===== src/rtl/cdc_req_initiator.sv =====
`default_nettype none
// ============================================================================
// Module   : cdc_req_initiator
// Brief    : Source-domain request/response initiator. Tags one command at a
//            time, pushes it into a four-phase CDC handshake source port,
//            waits for the tagged response with a timeout, drops stale or
//            mismatched responses and returns one result per command.
// Revision : 1.0 - initial release
// ============================================================================
module cdc_req_initiator #(
  parameter int CmdWidth = 32,
  parameter int RspWidth = 32,
  parameter int TagWidth = 4,
  parameter int Timeout  = 256
) (
  input  logic                         src_clk,
  input  logic                         reset,
  input  logic                         cmd_valid_i,
  output logic                         cmd_ready_o,
  input  logic [CmdWidth-1:0]          cmd_data_i,
  output logic                         res_valid_o,
  input  logic                         res_ready_i,
  output logic [RspWidth-1:0]          res_data_o,
  output logic [1:0]                   res_status_o,
  output logic                         hs_valid_o,
  output logic [TagWidth+CmdWidth-1:0] hs_data_o,
  input  logic                         hs_ready_i,
  input  logic                         rsp_valid_i,
  input  logic [TagWidth+RspWidth-1:0] rsp_data_i,
  output logic                         rsp_ready_o,
  output logic                         busy_o,
  output logic [7:0]                   drop_cnt_o
);

  localparam int                 c_CNT_W    = $clog2(Timeout + 1);
  localparam logic [c_CNT_W-1:0] c_TMO_LAST = c_CNT_W'(Timeout - 1);

  localparam logic [2:0] c_ST_IDLE = 3'd0;
  localparam logic [2:0] c_ST_REQ  = 3'd1;
  localparam logic [2:0] c_ST_GAP  = 3'd2;
  localparam logic [2:0] c_ST_WAIT = 3'd3;
  localparam logic [2:0] c_ST_DONE = 3'd4;

  localparam logic [1:0] c_STAT_OK      = 2'b00;
  localparam logic [1:0] c_STAT_TIMEOUT = 2'b01;

  logic [2:0]                   r_state;
  logic [2:0]                   w_state_nxt;
  logic [TagWidth-1:0]          r_cur_tag;
  logic [TagWidth-1:0]          r_next_tag;
  logic [TagWidth+CmdWidth-1:0] r_hs_data;
  logic [RspWidth-1:0]          r_res_data;
  logic [1:0]                   r_res_status;
  logic [7:0]                   r_drop_cnt;
  logic [c_CNT_W-1:0]           r_tmo_cnt;

  logic                w_cmd_ready;
  logic                w_hs_valid;
  logic                w_res_valid;
  logic                w_rsp_ready;
  logic                w_busy;
  logic                w_cmd_acc;
  logic                w_gap_entry;
  logic                w_in_wait;
  logic                w_rsp_acc;
  logic                w_match;
  logic                w_drop;
  logic                w_tmo;
  logic [TagWidth-1:0] w_rsp_tag;
  logic [RspWidth-1:0] w_rsp_payload;

  assign w_rsp_tag     = rsp_data_i[TagWidth+RspWidth-1:RspWidth];
  assign w_rsp_payload = rsp_data_i[RspWidth-1:0];

  assign w_cmd_acc   = (r_state == c_ST_IDLE) && cmd_valid_i;
  assign w_gap_entry = (r_state == c_ST_REQ) && hs_ready_i;
  assign w_in_wait   = (r_state == c_ST_GAP) || (r_state == c_ST_WAIT);
  assign w_rsp_acc   = rsp_valid_i && w_rsp_ready;
  assign w_match     = w_rsp_acc && w_in_wait && (w_rsp_tag == r_cur_tag);
  assign w_drop      = w_rsp_acc && !w_match;
  // A response arriving on the last wait cycle beats the timeout.
  assign w_tmo       = w_in_wait && (r_tmo_cnt == c_TMO_LAST) && !w_match;

  // State register.
  always_ff @(posedge src_clk or negedge reset) begin
    if (!reset) r_state <= c_ST_IDLE;
    else        r_state <= w_state_nxt;
  end

  // Next-state decode; hs_ready_i only matters while requesting.
  always_comb begin
    w_state_nxt = r_state;
    case (r_state)
      c_ST_IDLE: if (cmd_valid_i) w_state_nxt = c_ST_REQ;
      c_ST_REQ:  if (hs_ready_i)  w_state_nxt = c_ST_GAP;
      c_ST_GAP,
      c_ST_WAIT: w_state_nxt = (w_match || w_tmo) ? c_ST_DONE : c_ST_WAIT;
      c_ST_DONE: if (res_ready_i) w_state_nxt = c_ST_IDLE;
      default:   w_state_nxt = c_ST_IDLE;
    endcase
  end

  // Output decode from the state register; GAP keeps hs_valid low one cycle.
  always_comb begin
    w_cmd_ready = 1'b0;
    w_hs_valid  = 1'b0;
    w_res_valid = 1'b0;
    w_rsp_ready = 1'b1;
    w_busy      = 1'b1;
    case (r_state)
      c_ST_IDLE: begin
        w_cmd_ready = 1'b1;
        w_busy      = 1'b0;
      end
      c_ST_REQ:  w_hs_valid = 1'b1;
      c_ST_DONE: begin
        w_res_valid = 1'b1;
        w_rsp_ready = 1'b0;
      end
      default: ;
    endcase
  end

  // Tag allocation and request payload capture on command acceptance.
  always_ff @(posedge src_clk or negedge reset) begin
    if (!reset) begin
      r_cur_tag  <= '0;
      r_next_tag <= '0;
      r_hs_data  <= '0;
    end else if (w_cmd_acc) begin
      r_cur_tag  <= r_next_tag;
      r_next_tag <= r_next_tag + 1'b1;
      r_hs_data  <= {r_next_tag, cmd_data_i};
    end
  end

  // Response wait timer, restarted when the request handshake completes.
  always_ff @(posedge src_clk or negedge reset) begin
    if (!reset)                      r_tmo_cnt <= '0;
    else if (w_gap_entry)            r_tmo_cnt <= '0;
    else if (w_in_wait && !w_match)  r_tmo_cnt <= r_tmo_cnt + 1'b1;
  end

  // Result capture: payload on match, zero with TIMEOUT status on expiry.
  always_ff @(posedge src_clk or negedge reset) begin
    if (!reset) begin
      r_res_data   <= '0;
      r_res_status <= c_STAT_OK;
    end else if (w_match) begin
      r_res_data   <= w_rsp_payload;
      r_res_status <= c_STAT_OK;
    end else if (w_tmo) begin
      r_res_data   <= '0;
      r_res_status <= c_STAT_TIMEOUT;
    end
  end

  // Saturating count of accepted responses that were discarded.
  always_ff @(posedge src_clk or negedge reset) begin
    if (!reset)                           r_drop_cnt <= 8'd0;
    else if (w_drop && r_drop_cnt != 8'hFF) r_drop_cnt <= r_drop_cnt + 8'd1;
  end

  assign cmd_ready_o  = w_cmd_ready;
  assign hs_valid_o   = w_hs_valid;
  assign hs_data_o    = r_hs_data;
  assign res_valid_o  = w_res_valid;
  assign res_data_o   = r_res_data;
  assign res_status_o = r_res_status;
  assign rsp_ready_o  = w_rsp_ready;
  assign busy_o       = w_busy;
  assign drop_cnt_o   = r_drop_cnt;

endmodule
`default_nettype wire

===== config.mk =====
export PLATFORM = sky130hd
export DESIGN_NAME = cdc_req_initiator
export DESIGN_NICKNAME = d
export VERILOG_FILES = /design/src/rtl/cdc_req_initiator.sv
export SDC_FILE = /design/constraint.sdc
export NUM_CORES = 1
export LEC_CHECK = 0
export ABC_AREA = 1
export CAP_MARGIN = 5
export CORE_MARGIN = 1
export CORE_UTILIZATION = 30
export DETAILED_ROUTE_END_ITERATION = 6
export GPL_ROUTABILITY_DRIVEN = 0
export PLACE_DENSITY = 0.54
export SKIP_LAST_GASP = 1
export SLEW_MARGIN = 20
export SYNTH_ARGS = -nofsm -noshare
export SYNTH_HDL_FRONTEND = slang
export SYNTH_SLANG_ARGS = --single-unit

===== constraint.sdc =====
create_clock -name src_clk -period 2.5 [get_ports src_clk]
set_clock_uncertainty 0.15 [all_clocks]
set_input_delay 0.75 -clock src_clk [delete_from_list [all_inputs] [get_ports src_clk]]
set_output_delay 0.75 -clock src_clk [all_outputs]
set_load 0.01 [all_outputs]

==> PnR_summary.wiki <==
{| class="wikitable"
! Metric !! Value
|-
| Number of vias per cell after detailed routing || 4.51
|-
| Hold/Removal Path Class || in2async
|-
| Number of standard cells after synthesis || 500
|-
| Cell family with the largest share of critical-path delay || buffers and inverters
|-
| Router iterations before antenna repair || 4
|-
| Average instance area after synthesis || 8.41 um2
|-
| Top-area cell type share of the netlist area || 0.553
|-
| Data required time of the worst path || 1.60 ns
|-
| Routed met1 length || 5050 um
|-
| Net Count, Synth || 578
|-
| Total of buffers placed on input and output ports || 155
|-
| Count of unresolved DRC violations after routing || 0
|-
| GRT Total Usage || 0.161
|-
| Slew at the pin closest to its max-slew limit || 0.555 ns
|-
| Endpoint class of the critical path || output pin
|-
| Number of sinks handled by clock tree synthesis || 93
|-
| Crit path launch || r_state[1]
|-
| # rows || 42
|-
| Floorplan die width || 120 um
|-
| Number of antenna violations at the first check in global routing || 0
|-
| Routed Antenna Nets || 0
|-
| Final hold slack || 0.216 ns
|-
| Nets || 733
|-
| Buffer and inverter count on the worst path || 1
|-
| Detailed-route wire length || 11,200 um
|-
| Kind of start point of the critical path || register
|-
| Crit share post-route || 0.970
|-
| Distinct cell type count after synthesis || 25
|-
| Die ar. || 14,500 um2
|-
| CTS HTree Levels || 3
|-
| Peak clock frequency supported by timing || 412 MHz
|-
| Power Dens Cells || 1100 nW/um2
|-
| Worst path cell trace || nor2_2, nand2_1, clkdlybuf4s50_1
|-
| CTS Buf Count || 9
|-
| Critical path start-end classification || reg2out
|-
| Starting density of the core || 0.313
|-
| Fraction of final layout cells sized beyond drive strength 1 || 0.0652
|-
| Pin count of the biggest net entering global routing || 36
|-
| Setup repair after global routing missed its margin || false
|-
| Headroom to the max-slew limit || 0.629
|-
| Design Power || 6.90 mW
|-
| Per-cell routed wire length || 13.3 um
|-
| Met2 routed WL || 4990 um
|-
| Final critical delay including setup and external delays || 2.42 ns
|-
| Commonest non-fill, non-tap cells in the layout || sky130_fd_sc_hd__nand2_1, sky130_fd_sc_hd__clkdlybuf4s50_1, sky130_fd_sc_hd__dfrtp_1
|-
| Total of max-cap violations || 0
|-
| Seq cells post-synth || 93
|-
| Antenna diode instance count || 0
|-
| Global-route wire length before repair || 18,300 um
|-
| Met3 Wirelength || 959 um
|-
| Latest clock arrival within the worst-skew pair || 0.33 ns
|-
| Number of buffers inserted by hold repair at cts || 0
|-
| FF-to-FF Start || r_tmo_cnt[0]
|-
| Post-synthesis cell area || 4210 um2
|-
| Growth of design area from synthesis to finish || 49.6%
|-
| Clock transition at the registers of the reported paths || 0.06 ns
|-
| Fin. Hold Viols || 0
|-
| Sequential area share after synthesis || 0.553
|-
| Clk Tree Root Cell || sky130_fd_sc_hd__clkbuf_16
|-
| Maximum buffer depth of the clock tree || 2
|-
| Clock tree from TritonCTS || done
|-
| Count of final setup violators || 0
|-
| Via count || 3,771
|-
| Leading post-synthesis cells by cell area || sky130_fd_sc_hd__dfrtp_1, sky130_fd_sc_hd__nand2_1, sky130_fd_sc_hd__nand4_1
|-
| HPWL reported at the end of detailed placement || 7840 um
|-
| Largest stage delay on the critical path || 0.50 ns
|-
| Uppermost metal layer occupied by signal nets || met4
|-
| Core Box Area || 13,500 um2
|-
| Biggest fanout along the worst timing path || 3
|-
| Residual overflow from global routing || 0
|-
| Number of global-route vias before repair || 3,628
|-
| Reported leakage power || 3.16 nW
|-
| Commonest non-fill, non-tap cell in the layout || sky130_fd_sc_hd__nand2_1
|-
| Number of warnings reported in the yosys synthesis log || 0
|-
| Critical path arrival || 1.52 ns
|-
| Worst vdd rail ir drop || 0.000410 V
|-
| Number of primary I/O pins || 157
|-
| Critical Path Slowest Stage Cell || sky130_fd_sc_hd__clkdlybuf4s50_1
|-
| End-of-flow core utilization || 0.468
|-
| DRT iter0 DRCs || 276
|-
| Chip Height || 120 um
|-
| Final number of max-transition violations || 0
|-
| Cell taking the most area after synthesis || sky130_fd_sc_hd__dfrtp_1
|-
| Run status || completed
|}
==> repair_timing <==
action                                  CTS  global route
gates cloned                              0             0
endpoints found under the setup margin    4             2
resized for setup                         4             2
endpoints found under the hold margin     0             0
buffers inserted                          1             0
==> state kept, by name (all words and copies together), names as in the netlist <==
register / count
hs_data_o: 32
drop_cnt_o: 8
r_cur_tag: 4
r_tmo_cnt: 9
r_next_tag: 4
res_data_o: 32
r_state: 3
res_status_o: 1
==> cell families (layout without fill, tap and decap cells) <==
group                    Yosys count  after routing  synth area share
XOR/XNOR                          10             10            0.0208
AND/OR/NAND/NOR                  320            320             0.337
flip-flops                        93             93             0.553
AO/OA/AOI/OAI                      9              9            0.0107
buffers and inverters             63            223            0.0658
other                              1              1          0.000892
adder cells (fa/ha/maj)            4              4            0.0119
==> power breakdown <==
group | leakage [nW] | switching (mW) | internal (mW) | total [mW]
clock network | 0.159 | 0.569 | 0.861 | 1.43
registers | 1.19 | 0.432 | 2.13 | 2.56
logic | 1.81 | 1.42 | 1.49 | 2.91
total | 3.16 | 2.42 | 4.48 | 6.90
==> synth_stat cells (all sizes together) <==
master  number
clkinv       1
dfrtp       93
ha           4
nand3b       2
conb         1
nand4       51
clkbuf       3
inv         39
xnor2        5
nand3       20
nor3         1
buf         20
a21oi        2
xor2         5
o21ai        7
nor2        11
nand2      235
==> cell type report <==
class                   instances  area [um2]
fillers                      1296        7160
flip-flops and latches         93        2330
repair buffers                167        1660
multi-input cells             344        1610
clock buffers                  12         267
well taps                     176         220
inverters                      40         150
clock inverters                 4        52.6
==> stage by stage <==
step	setup WS [ns]	area [um2]	TNS, ns	cells
5_1_grt	0.00276	6290	0	836
4_1_cts	-0.0837	6280	-0.0837	836
3_3_place_gp	0.0911	5960	0	819
2_1_floorplan	0.605	4210	0	500
3_5_place_dp	0.0169	5960	0	819
6_report	0.0751	6290	0	836
==> per-layer routing <==
metal / vias to the layer above / GRT usage
li1: 1903 / -
met1: 1730 / 0.218
met2: 128 / 0.232
met3: 10 / 0.0571
met4: 0 / 0.0679
met5: - / 0
==> path summary, 6_finish.rpt <==
kind                                        to  slack [ns]  cells past startpoint
worst max-delay path               rsp_ready_o        0.08                      3
worst min-delay path             hs_data_o[11]        0.22                      1
worst max register to register  res_data_o[18]        0.25                     13
worst min register to register    hs_data_o[5]        0.32                      2
max in group asynchronous        hs_data_o[31]        1.39                      2
min in group src_clk              hs_data_o[5]        0.32                      2
Power figures use the tool's default switching activity.
